--- src/rtl/nios_imageline_mm_slave_gen_if.sv ---
// Avalon-MM bus bundle between the Nios fabric and the imageline slave.
// The master drives the request; the slave answers with readdata and waitrequest.
interface nios_imageline_mm_slave_gen_if #(
   parameter int DATA_W = 32,
   parameter int ADDR_W = 11
);
   logic [ADDR_W-1:0] address;
   logic              chipselect;
   logic              read;
   logic              write;
   logic [DATA_W-1:0] writedata;
   logic [DATA_W-1:0] readdata;
   logic              waitrequest;

   modport master (
      output address, chipselect, read, write, writedata,
      input  readdata, waitrequest
   );

   modport slave (
      input  address, chipselect, read, write, writedata,
      output readdata, waitrequest
   );
endinterface

--- src/rtl/nios_imageline_mm_slave_gen.sv ---
// Avalon-MM register slave for the imageline/filter datapath: coefficient and
// control registers, a posted-write FIFO toward SDRAM and latency-counted SDRAM reads.
module nios_imageline_mm_slave_gen #(
   parameter int DATA_W      = 32,
   parameter int ADDR_W      = 11,
   parameter int NUM_COEF    = 9,
   parameter int COEF_W      = 8,
   parameter int SCALE_W     = 4,
   parameter int RD_LATENCY  = 2,
   parameter int WFIFO_DEPTH = 4
) (
   input  logic                       Clock,
   input  logic                       Reset,
   nios_imageline_mm_slave_gen_if.slave bus,
   output logic [DATA_W-1:0]          Filter_config,
   output logic [NUM_COEF*COEF_W-1:0] coef_bus,
   output logic [SCALE_W-1:0]         scale_factor,
   output logic [2:0]                 State_reload,
   input  logic [2:0]                 State_read,
   output logic                       SDRAM_wr_src,
   output logic                       SDRAM_rd_src,
   output logic                       SDRAM_wren,
   output logic [DATA_W-1:0]          SDRAM_wr_data,
   input  logic                       SDRAM_wr_ready,
   output logic                       SDRAM_rden,
   input  logic [DATA_W-1:0]          SDRAM_rd_data,
   output logic [1:0]                 dbg_state
);

   localparam int PTR_W = (WFIFO_DEPTH > 1) ? $clog2(WFIFO_DEPTH) : 1;
   localparam int CNT_W = PTR_W + 1;

   typedef enum logic [1:0] {
      IDLE     = 2'd0,
      RD_WAIT  = 2'd1,
      WR_STALL = 2'd2,
      RESP     = 2'd3
   } state_t;

   state_t             state;
   logic [DATA_W-1:0]  readdata_q;
   logic [DATA_W-1:0]  stall_data;
   logic [3:0]         lat_cnt;

   logic [DATA_W-1:0]  fifo_mem [WFIFO_DEPTH];
   logic [PTR_W-1:0]   wptr;
   logic [PTR_W-1:0]   rptr;
   logic [CNT_W-1:0]   count;

   logic               req;
   logic               fifo_empty;
   logic               pop;
   logic               can_accept;
   logic               idle_wr0;
   logic               push;
   logic [DATA_W-1:0]  push_data;
   logic [DATA_W-1:0]  rd_mux;
   logic [16:0]        status;

   // Valid/ready contract: a request is chipselect & (read|write); it is held until
   // the single cycle where waitrequest is low (the RESP state), then it completes.
   always_comb begin
      req        = bus.chipselect & (bus.read | bus.write);
      fifo_empty = (count == '0);
      pop        = !Reset & !fifo_empty & SDRAM_wr_ready;
      can_accept = (count < CNT_W'(WFIFO_DEPTH)) | pop;
      idle_wr0   = (state == IDLE) & req & bus.write & (bus.address == '0);
      push       = !Reset & can_accept & (idle_wr0 | (state == WR_STALL));
      push_data  = (state == WR_STALL) ? stall_data : bus.writedata;
   end

   assign bus.waitrequest = req & (Reset | (state != RESP));
   assign bus.readdata    = readdata_q;
   assign SDRAM_wren      = pop;
   assign SDRAM_wr_data   = fifo_empty ? '0 : fifo_mem[rptr];
   assign SDRAM_rden      = !Reset & (state == IDLE) & req & bus.read & !bus.write
                            & (bus.address == '0);
   assign dbg_state       = state;

   always_comb begin
      status = {fifo_empty, 8'(count), 3'b000, State_read, SDRAM_wr_src, SDRAM_rd_src};
      rd_mux = '0;
      if (bus.address == ADDR_W'(1)) begin
         rd_mux = DATA_W'(status);
      end else if (bus.address == ADDR_W'(4)) begin
         rd_mux = Filter_config;
      end else if (bus.address == ADDR_W'(8)) begin
         rd_mux = DATA_W'(scale_factor);
      end else begin
         for (int i = 0; i < NUM_COEF; i++) begin
            if (bus.address == ADDR_W'(16 + i)) begin
               rd_mux = DATA_W'(coef_bus[i*COEF_W +: COEF_W]);
            end
         end
      end
   end

   // Storage is left unreset; the empty flag masks stale contents on the head port.
   always_ff @(posedge Clock) begin
      if (push) begin
         fifo_mem[wptr] <= push_data;
      end
   end

   always_ff @(posedge Clock) begin
      if (Reset) begin
         wptr  <= '0;
         rptr  <= '0;
         count <= '0;
      end else begin
         if (push) wptr <= wptr + 1'b1;
         if (pop)  rptr <= rptr + 1'b1;
         case ({push, pop})
            2'b10:   count <= count + 1'b1;
            2'b01:   count <= count - 1'b1;
            default: count <= count;
         endcase
      end
   end

   always_ff @(posedge Clock) begin
      if (Reset) begin
         state         <= IDLE;
         readdata_q    <= '0;
         stall_data    <= '0;
         lat_cnt       <= '0;
         Filter_config <= '0;
         coef_bus      <= '0;
         scale_factor  <= '0;
         State_reload  <= '0;
         SDRAM_wr_src  <= 1'b0;
         SDRAM_rd_src  <= 1'b0;
      end else begin
         case (state)
            IDLE: begin
               if (req) begin
                  if (bus.write) begin
                     if (bus.address == '0) begin
                        stall_data <= bus.writedata;
                        state      <= push ? RESP : WR_STALL;
                     end else begin
                        if (bus.address == ADDR_W'(1)) begin
                           State_reload <= bus.writedata[4:2];
                           SDRAM_wr_src <= bus.writedata[1];
                           SDRAM_rd_src <= bus.writedata[0];
                        end
                        if (bus.address == ADDR_W'(4)) Filter_config <= bus.writedata;
                        if (bus.address == ADDR_W'(8)) scale_factor <= bus.writedata[SCALE_W-1:0];
                        for (int i = 0; i < NUM_COEF; i++) begin
                           if (bus.address == ADDR_W'(16 + i)) begin
                              coef_bus[i*COEF_W +: COEF_W] <= bus.writedata[COEF_W-1:0];
                           end
                        end
                        state <= RESP;
                     end
                  end else if (bus.address == '0) begin
                     // rden pulses this cycle; lat_cnt numbers the cycles after it.
                     lat_cnt <= 4'd1;
                     state   <= RD_WAIT;
                  end else begin
                     readdata_q <= rd_mux;
                     state      <= RESP;
                  end
               end
            end
            RD_WAIT: begin
               if (lat_cnt == 4'(RD_LATENCY)) begin
                  readdata_q <= SDRAM_rd_data;
                  state      <= RESP;
               end else begin
                  lat_cnt <= lat_cnt + 4'd1;
               end
            end
            WR_STALL: begin
               if (push) state <= RESP;
            end
            RESP: begin
               state <= IDLE;
            end
            default: state <= IDLE;
         endcase
      end
   end

endmodule

--- src/flat_wrapper.sv ---
// flat-port wrapper written by rule: the top's interface ports become plain ports
module nios_imageline_mm_slave_gen_flat 
#(
   parameter int DATA_W      = 32,
   parameter int ADDR_W      = 11,
   parameter int NUM_COEF    = 9,
   parameter int COEF_W      = 8,
   parameter int SCALE_W     = 4,
   parameter int RD_LATENCY  = 2,
   parameter int WFIFO_DEPTH = 4
)
  (Clock, Reset, Filter_config, coef_bus, scale_factor, State_reload, State_read, SDRAM_wr_src, SDRAM_rd_src, SDRAM_wren, SDRAM_wr_data, SDRAM_wr_ready, SDRAM_rden, SDRAM_rd_data, dbg_state, bus_address, bus_chipselect, bus_read, bus_write, bus_writedata, bus_readdata, bus_waitrequest);
  nios_imageline_mm_slave_gen_if #(.DATA_W(DATA_W), .ADDR_W(ADDR_W)) bus_i ();
  input  logic Clock;
  input  logic Reset;
  output logic [DATA_W-1:0] Filter_config;
  output logic [NUM_COEF*COEF_W-1:0] coef_bus;
  output logic [SCALE_W-1:0] scale_factor;
  output logic [2:0] State_reload;
  input  logic [2:0] State_read;
  output logic SDRAM_wr_src;
  output logic SDRAM_rd_src;
  output logic SDRAM_wren;
  output logic [DATA_W-1:0] SDRAM_wr_data;
  input  logic SDRAM_wr_ready;
  output logic SDRAM_rden;
  input  logic [DATA_W-1:0] SDRAM_rd_data;
  output logic [1:0] dbg_state;
  input wire logic [$bits(bus_i.address)-1:0] bus_address;
  input wire logic [$bits(bus_i.chipselect)-1:0] bus_chipselect;
  input wire logic [$bits(bus_i.read)-1:0] bus_read;
  input wire logic [$bits(bus_i.write)-1:0] bus_write;
  input wire logic [$bits(bus_i.writedata)-1:0] bus_writedata;
  output wire logic [$bits(bus_i.readdata)-1:0] bus_readdata;
  output wire logic [$bits(bus_i.waitrequest)-1:0] bus_waitrequest;
  assign bus_i.address = bus_address;
  assign bus_i.chipselect = bus_chipselect;
  assign bus_i.read = bus_read;
  assign bus_i.write = bus_write;
  assign bus_i.writedata = bus_writedata;
  assign bus_readdata = bus_i.readdata;
  assign bus_waitrequest = bus_i.waitrequest;
  nios_imageline_mm_slave_gen #(.DATA_W(DATA_W), .ADDR_W(ADDR_W), .NUM_COEF(NUM_COEF), .COEF_W(COEF_W), .SCALE_W(SCALE_W), .RD_LATENCY(RD_LATENCY), .WFIFO_DEPTH(WFIFO_DEPTH)) u_core (.Clock(Clock), .Reset(Reset), .bus(bus_i), .Filter_config(Filter_config), .coef_bus(coef_bus), .scale_factor(scale_factor), .State_reload(State_reload), .State_read(State_read), .SDRAM_wr_src(SDRAM_wr_src), .SDRAM_rd_src(SDRAM_rd_src), .SDRAM_wren(SDRAM_wren), .SDRAM_wr_data(SDRAM_wr_data), .SDRAM_wr_ready(SDRAM_wr_ready), .SDRAM_rden(SDRAM_rden), .SDRAM_rd_data(SDRAM_rd_data), .dbg_state(dbg_state));
endmodule
--- config.mk ---
export PLATFORM = sky130hd
export DESIGN_NAME = nios_imageline_mm_slave_gen_flat
export DESIGN_NICKNAME = d
export VERILOG_FILES = /design/src/rtl/nios_imageline_mm_slave_gen_if.sv /design/src/rtl/nios_imageline_mm_slave_gen.sv /design/src/flat_wrapper.sv
export SDC_FILE = /design/constraint.sdc
export NUM_CORES = 1
export LEC_CHECK = 0
export BUFFER_PORTS_ARGS = -buffer_cell sky130_fd_sc_hd__buf_2
export CORE_MARGIN = 10
export CORE_UTILIZATION = 40
export DETAILED_ROUTE_END_ITERATION = 8
export GPL_ROUTABILITY_DRIVEN = 0
export GPL_TIMING_DRIVEN = 0
export SLEW_MARGIN = 10
export SYNTH_ARGS = -nofsm -noshare
export SYNTH_HDL_FRONTEND = slang
export SYNTH_SLANG_ARGS = --single-unit
--- constraint.sdc ---
create_clock -name Clock -period 3.5 [get_ports Clock]
set_input_delay 0.35 -clock Clock [delete_from_list [all_inputs] [get_ports Clock]]
set_output_delay 0.35 -clock Clock [all_outputs]
set_load 0.01 [all_outputs]
# Word-level counts from Yosys, hierarchy flattened
# Memories as Yosys holds them, arrays and structs flattened. A register that Yosys moved wholly into a read port is not among the register bits.
# Cells that the tools add are included.
[word_totals] ff_bits=190 latch_bits=0 ram_bits=128 romBits=0 input_bits=84 out_inout_bits=182 wordCells=134 memories=1
[classes] add_sub_neg=5 multipliers=0 div=0 magnitude_cmp=1 n_eq_ne=26 n_shift=0 n_mux=37 bitwise=19 reduce_logical=24
[mem_list] memory="u_core.fifo_mem" depth=4 width=32 read_ports=1 rd_ports_with_merged_regs=1 wr=1 line="nios_imageline_mm_slave_gen.sv:45" source="logic [DATA_W-1:0] fifo_mem [WFIFO_DEPTH];"
[ops] operator="32-bit 2-to-1 mux" count=9
[ops] operator="11-bit by 5-bit == test with 1-bit output, second input constant" count=9
[ops] operator="8-bit 2-to-1 mux" count=9
[ops] operator="5-bit AND reduction" count=14
[ops] operator="32-bit case mux with 2 select lines" count=1
[ops] operator="2-bit 2-to-1 mux" count=8
[ops] operator="4-bit 2-to-1 mux" count=4
[ops] operator="1-bit bitwise AND" count=14
[ops] operator="11-bit by 1-bit == test with 1-bit output, second input constant" count=1
[ops] operator="11-bit by 3-bit == test with 1-bit output, second input constant" count=1
[ops] operator="11-bit by 4-bit == test with 1-bit output, second input constant" count=1
[ops] operator="11-bit logical NOT" count=1
[ops] operator="2-bit != test, second input constant" count=5
[ops] operator="2-bit case mux with 4 select lines" count=1
[ops] operator="4-bit case mux with 2 select lines" count=1
[ops] operator="2-bit == test, second input constant" count=3
[ops] operator="2-bit by 1-bit != test with 1-bit output, second input constant" count=3
[ops] operator="3-bit case mux with 2 select lines" count=1
[ops] operator="2-bit by 1-bit adder with 2-bit output, second input constant" count=2
[ops] operator="4-bit by 1-bit adder with 4-bit output, second input constant" count=1
[ops] operator="2-bit by 1-bit == test with 1-bit output, second input constant" count=2
[ops] operator="4-bit by 2-bit == test with 1-bit output, second input constant" count=1
[ops] operator="1-bit OR" count=4
[ops] operator="4-bit AND reduction" count=1
[ops] operator="other kinds (10)" count=15

# Logic depth before layout (Yosys ltp)
# Gate-level depths: netlist of run 1.
[logic_depth] ltp_word=17 depth_mapped=13 mapped_depth_nobuf=12

# Worst setup path before layout of run 1
# No wires, ideal clock.
[synth_path] path_kind="input to register" from="in bus_address[1]" to="mem u_core.fifo_mem[0][0], enable pin" setup_ns=0.392 arrival_ns=2.591 required_time_ns=3.108 setup_slack_ns=0.517 stages=5 n_path_buf=1 path_cell_list="or4_1 -> or4_1 -> buf_2 -> o21ai_4 -> and3_1"
[synth_between] elab_chain_cells=6
[synth_rtl] element="from (decl)" line="flat_wrapper.sv:29" source="input wire logic [$bits(bus_i.address)-1:0] bus_address;"
[synth_rtl] element="11-bit logical NOT" line="nios_imageline_mm_slave_gen.sv:67" source="idle_wr0 = (state == IDLE) & req & bus.write & (bus.address == '0);"
[synth_rtl] element="1-bit bitwise AND" line="nios_imageline_mm_slave_gen.sv:67"
[synth_rtl] element="1-bit OR" line="nios_imageline_mm_slave_gen.sv:68" source="push = !Reset & can_accept & (idle_wr0 | (state == WR_STALL));"
[synth_rtl] element="1-bit bitwise AND" line="nios_imageline_mm_slave_gen.sv:68"
[synth_rtl] element="1-bit 2-to-1 mux" line="nios_imageline_mm_slave_gen.sv:100" source="if (push) begin"
[synth_rtl] element="1-bit 2-to-1 mux (not written as such)" line="nios_imageline_mm_slave_gen.sv:101" source="fifo_mem[wptr] <= push_data;"
[synth_rtl] element="to (decl)" line="nios_imageline_mm_slave_gen.sv:45"
# Every way passes these cells.

# Worst setup path in the final report of run 1
[layout_path] from="reg u_core.state[0] (netlist: u_core.dbg_state[0])" to="reg u_core.count[2]"
[layout_between] elab_chain_cells=8 word_cells_on_any_way=11 cone_classes="eq/ne (3); mux (1); bitwise (5); reduce/logical (2)"
[layout_rtl] element="from (decl)" line="nios_imageline_mm_slave_gen.sv:40" source="state_t state;"
[layout_rtl] element="from (signal assigned)" line="nios_imageline_mm_slave_gen.sv:140" source="state <= push ? RESP : WR_STALL;"
[layout_rtl] element="2-bit logical NOT" line="nios_imageline_mm_slave_gen.sv:67"
[layout_rtl] element="1-bit bitwise AND (3 in a row)" line="nios_imageline_mm_slave_gen.sv:67"
[layout_rtl] element="1-bit OR *" line="nios_imageline_mm_slave_gen.sv:68"
[layout_rtl] element="1-bit bitwise AND *" line="nios_imageline_mm_slave_gen.sv:68"
[layout_rtl] element="2-bit by 1-bit == test with 1-bit output / 2-bit == test (equally long branches)" line="nios_imageline_mm_slave_gen.sv:113" source="case ({push, pop})"
[layout_rtl] element="3-bit case mux with 2 select lines / 2-bit nonzero test (equally long branches)"
[layout_rtl] element="to (signal assigned)" line="nios_imageline_mm_slave_gen.sv:114" source="2'b10: count <= count + 1'b1;"
[layout_rtl] element="to (signal assigned)" line="nios_imageline_mm_slave_gen.sv:115" source="2'b01: count <= count - 1'b1;"
[layout_rtl] element="to (signal assigned)" line="nios_imageline_mm_slave_gen.sv:116" source="default: count <= count;"
[layout_rtl] element="to (decl)" line="nios_imageline_mm_slave_gen.sv:48" source="logic [CNT_W-1:0] count;"
# Mark *: on every way between the ends. The rest lies on a longest branch, timed or not.
# A chain may end at the register's enable or synchronous reset.

==> metrics.cfg, run 1 <==
[setup_path]
cp.arrival_ps=3610
path_max_fanout=10
critPathRequiredTime_ps=3930
startpoint_type=register
end_kind=register
setup.worst_path.class=register to register
path_buf_inv=4
r2r_cells=13
max_stage_delay_ps=440
cp_slowest_cell=dfxtp_1
path_depth=13
crit_chain=inv_1 > ha_1 > buf_2 > nand3_1 > o21ai_4 > and2_1 > inv_1 > ha_1 > inv_1 > fa_1 > xor2_1 > or3_1 > a21oi_1
worst_path_dominant_cell_family=simple AND/OR/NAND/NOR gates
crit_top_cell=inv_1

[synthesis]
syn_area_um2=13900
synthArstFlopShare_pct=0
yosysTopAreaCellShare_pct=27.6
ys_types=78
ys_ff_latch=320
syn-num-nets=1380
ys_warn_count=0
yosysTopAreaCell=dfxtp_1
synth_edf_count=128
synth-main-ff-cell=dfxtp_1
ys_seq_area_share_pct=55.2
synth.most_common_cell=dfxtp_1
syn_inst=1284
synthTopCellsByArea=dfxtp_1 28%, edfxtp_1 28%, mux4_2 5.5%
yosys-top-cells-count=192 x dfxtp_1, 166 x nand2_1, 128 x edfxtp_1
avgSynthCellArea_um2=10.9

[drt]
wl_per_cell_um=23.9
drt-initial-drc-count=1160
vias=11600
ant_nets=0
wl_um=49500
drc=0
drtPass1Iterations=5
routed_via_density=5.59

[cts]
cts_tree=done
cts_resized=0
cts_made_buffers=35
clock_path_buffers=3
postCtsSetupBuffers=0
cts_root_buf=clkbuf_16
ctsHoldBuffers=0
htree_levels=2
cts.sinks=320
insertion_delay_ps=530
clk_pin_slew_ps=60

[die]
ios=266
num_rows=68
core_area_um2=34500
die_area_um2=42700
initial_utilization_pct=40.4
die-width_um=207
die_y_um=207

[sta]
setup_viol=0
fmax_ghz=0.315
setup_tns_ps=0
rsz0062_at_grt=false
relSlewSlack_pct=14.3
tightest_slew_ps=1270
min_period_over_period_pct=90.8
skew_ps=24.5
setup_ws_ps=324
hold_violations=0
maxSlewViolCount=0
period_minus_slack_ps=3180

[pwr]
leakagePower_nw=6.26
p_per_area_nw_per_um2=577
p_total_w=0.00985
max-vdd-ir-drop_uv=383

[cells_and_area]
seq_area_um2=7690
multi_input_area_um2=5760
drive_above_1_share_pct=26.5
fill_cells=3199
syn2layout_area_growth_pct=22.4
nets=1684

[place]
pre_cts_slack_ps=61.0
place_hpwl_um=37000
io_buffers=263

[global_routing]
grt_first_pass_wirelength_um=72900
first_global_vias=11600
antenna_found_initial=3
grt_usage_pct=22.6
grt_max_degree=27
grt_overflow=0

[min_path]
whs_path_depth=3
hold_class=input pin to register

[run]
max_cap_violations=0

[run_status]
status=complete, no violations

-- kinds of logic (layout without fill, tap and decap cells) --
logic type	after synthesis	count (layout)	synth area share [%]
buffers and inverters	123	454	3.62
AOI/OAI and AO/OA	258	258	11.9
muxes	135	135	13.1
other	0	1	0
DFF	320	320	55.2
and+or+nand+nor	431	431	14.8
adders and majority gates	12	12	1.13
xor gates and xnor gates	5	5	0.314
-- sequential cells by signal, indices dropped and copies added (netlist names), named ones only --
name and flops:
u_core.fifo_mem 128, u_core.coef_bus 72, u_core.Filter_config 32, u_core.bus.readdata 32, u_core.stall_data 32, u_core.lat_cnt 4
u_core.scale_factor 4, u_core.State_reload 3, u_core.count 3, u_core.dbg_state 2, u_core.rptr 2, u_core.wptr 2
u_core.SDRAM_rd_src 1, u_core.SDRAM_wr_src 1
-- through the flow --
| stage | instances | area (um2) | hold WS, ps | util, % |
|---|---|---|---|---|
| after global placement | 2002 | 15800 | 438 | 45.9 |
| after CTS | 2070 | 17000 | 75.7 | 49.5 |
| final | 2071 | 17100 | 83.3 | 49.5 |
| after floorplan | 1284 | 13900 | 433 | - |
| after global routing | 2070 | 17100 | 85.0 | 49.5 |
| after detailed placement | 2006 | 15900 | 443 | 46.2 |
-- final cells by class --
| type | instances | share of cell area (%) |
|---|---|---|
| plain buffers | 101 | 2.47 |
| clock buffers | 47 | 5.69 |
| multi-input cells | 841 | 33.8 |
| flip-flops and latches | 320 | 45.1 |
| repair buffers | 267 | 8.23 |
| inverters | 22 | 0.484 |
| diodes | 1 | 0.0147 |
| well taps | 455 | 3.34 |
| clock inverters | 17 | 0.910 |
-- placed cells by master, fill, tap and decap left out, types with 10 or more instances in the layout --
cell type,n
mux2_2,37
dfxtp_1,192
nand2_1,166
clkbuf_16,35
nor3_1,37
mux2i_1,64
ha_1,11
a221oi_1,25
a211oi_1,10
o21ai_0,54
mux4_2,34
nor2b_1,39
clkbuf_1,82
nand3_1,16
nor2_1,107
edfxtp_1,128
buf_2,276
a21oi_1,107
inv_1,21
-- worst min-delay path: cells and delay by family --
family / cells / cell delay, ps
AO/OA/AOI/OAI: 1 / 50
buffers and inverters: 1 / 110
AND/OR/NAND/NOR: 1 / 50
-- path summary, 6_finish.rpt --
path	startpoint	endpoint	slack, ps
setup / recovery	u_core.dbg_state[0]$_SDFFE_PP0P_	u_core.count[2]$_SDFFE_PP0P_	320
hold / removal	bus_writedata[12]	u_core.stall_data[12]$_SDFFE_PP0P_	80
setup reg to reg	u_core.dbg_state[0]$_SDFFE_PP0P_	u_core.count[2]$_SDFFE_PP0P_	320
hold reg to reg	u_core.stall_data[31]$_SDFFE_PP0P_	u_core.stall_data[31]$_SDFFE_PP0P_	450
-- power breakdown --
| group | switching [W] | total, W | leakage (nW) | internal (W) |
|---|---|---|---|---|
| Clock | 0.00154 | 0.00360 | 0.553 | 0.00205 |
| Combinational | 0.00126 | 0.00196 | 3.00 | 0.000707 |
| Sequential | 0.000107 | 0.00428 | 2.71 | 0.00418 |
| Total | 0.00291 | 0.00985 | 6.26 | 0.00694 |
-- per-layer routing --
layer	wire length (um)	vias up	track usage, %
li1	-	5291	-
met1	20100	5669	28.7
met2	23500	538	36.9
met3	4470	87	5.48
met4	1440	2	7.69
met5	13	-	0
No activity file was read; power rests on OpenSTA's default activity.
==> run 2: changes to the inputs <==
CORE_UTILIZATION = 55   (was 40)
PLACE_DENSITY = 0.79   (was default)
==> metrics.cfg, run 2 (synthesis results as in run 1) <==
[sta]
holdWs_ps=74.9  ; -8.46 ps
relSlewSlack_pct=13.3  ; -0.99 points
rsz0062_at_grt=false
min_period_over_period_pct=93.5  ; +2.8 points
skew_ps=16.5  ; -8.04 ps
maxSlewViolCount=0  ; unchanged
period_minus_slack_ps=3270  ; +97.4 ps
hold_violations=0  ; unchanged
tightest_slew_ps=1290  ; +16.6 ps
setup_ws_ps=226  ; -97.4 ps
fmax_ghz=0.305  ; -3.0%
setup_tns_ps=0  ; unchanged
setup_viol=0  ; unchanged

[global_routing]
grt_overflow=0  ; unchanged
first_global_vias=11900  ; +3.0%
grt_usage_pct=29.1  ; +6.5 points
grt_max_degree=29  ; +7.4%
grt_first_pass_wirelength_um=70700  ; -3.0%
antenna_found_initial=6  ; +3

[drt]
drtPass1Iterations=6  ; +1
ant_nets=0  ; unchanged
vias=12100  ; +4.8%
routed_via_density=6.24  ; +12%
wl_met2_um=22100  ; -5.9%
drt-initial-drc-count=1660  ; +43%
wl_met1_um=17400  ; -13%
wl_per_cell_um=24.7  ; +3.3%
highest_layer=met5
drc=0  ; unchanged
dr_wl_met3_um=6290  ; +41%
wl_um=48100  ; -2.9%

[cts]
cts_root_buf=clkbuf_16
insertion_delay_ps=540  ; about the same
cts_resized=0  ; unchanged
postCtsSetupBuffers=0  ; unchanged
clock_path_buffers=3  ; unchanged
ctsHoldBuffers=0  ; unchanged
cts_made_buffers=34  ; -2.9%
htree_levels=2  ; unchanged
cts.sinks=320  ; unchanged
clk_pin_slew_ps=70  ; about the same
cts_tree=done

[run]
max_cap_violations=0  ; unchanged

[place]
pre_cts_slack_ps=146  ; +85.4 ps
place_hpwl_um=34700  ; -6.0%
io_buffers=263  ; unchanged

[cells_and_area]
layout_commonest_cell=buf_2
nets=1683  ; -0.059%
syn2layout_area_growth_pct=21.2
drive_above_1_share_pct=26.5  ; -0.029 points
reg_top3=u_core.fifo_mem x128, u_core.coef_bus x72
layout_common_cells=276 x buf_2, 192 x dfxtp_1, 166 x nand2_1
largest-register=u_core.fifo_mem
largest_register_ffs=128  ; unchanged

[run_status]
status=complete, no violations

[die]
ios=266  ; unchanged
num_rows=58  ; -15%
core_area_um2=25000  ; -27%
die-width_um=179  ; -13%
die_area_um2=32100  ; -25%
initial_utilization_pct=55.7  ; +15 points
die_y_um=179  ; -13%

[setup_path]
startpoint_type=register
end_kind=output pin
cp.arrival_ps=2920  ; -690 ps
critPathRequiredTime_ps=3150  ; -780 ps
setup.worst_path.class=register to output pin
r2r_start=u_core.dbg_state[0]$_SDFFE_PP0P_
path_max_fanout=10  ; unchanged

[pwr]
p_total_w=0.00991  ; +0.66%
max-vdd-ir-drop_uv=381  ; -0.72%
leakagePower_nw=6.25  ; -0.14%
p_per_area_nw_per_um2=587  ; +1.6%

[min_path]
hold_start=bus_writedata[31]
hold_class=input pin to register

[run 2: cell types whose count changed in the layout (fill, tap and decap cells not counted), sizes merged]
cell / change
clkinv: -7
clkinvlp: +3
bufinv: +2
clkbuf: -1
diode: +2
inv: +1
[run 2: per-stage QoR]
step	std cells	util [%]	area [um2]
after floorplan	1284	-	13900
after global placement	1877	62.6	15700
after detailed placement	1881	62.9	15700
after CTS	1943	67.4	16900
after global routing	1943	67.4	16900
final	1946	67.5	16900
[run 2: critical path, cell delays in order (launching register included)]
cell and delay [ps]:
dfxtp_1 300, clkbuf_1 290, buf_1 810, mux4_2 650
nor2b_1 170, buf_2 170
[run 2: power breakdown]
part / internal, W / switching [W]
logic: 0.000704 / 0.00124
clock network: 0.00215 / 0.00153
registers: 0.00418 / 0.000111
total: 0.00703 / 0.00288
[run 2: final cells by class]
cell class / instances / area [um2]
antenna: 3 / 7.51
buffer: 101 / 422
clock buffer: 46 / 947
clock inverter: 16 / 188
fill: 1881 / 8150
inverter: 22 / 82.6
multi-input combinational: 841 / 5750
sequential: 320 / 7690
tap: 330 / 413
timing repair buffer: 267 / 1400
[run 2: path summary, 6_finish.rpt]
| path | endpoint | slack, ps | cells after the start |
|---|---|---|---|
| worst max-delay path | SDRAM_wr_data[25] | 230 | 5 |
| worst min-delay path | u_core.stall_data[31]$_SDFFE_PP0P_ | 70 | 3 |
| worst max register to register | u_core.count[2]$_SDFFE_PP0P_ | 310 | 13 |
| worst min register to register | u_core.stall_data[13]$_SDFFE_PP0P_ | 450 | 2 |
[run 2: routing by layer]
| metal | GRT usage (%) | up-vias |
|---|---|---|
| met1 | 35.6 | 5830 |
| met5 | 0 | - |
| li1 | - | 5306 |
| met4 | 12.9 | 6 |
| met3 | 8.30 | 144 |
| met2 | 46.9 | 855 |
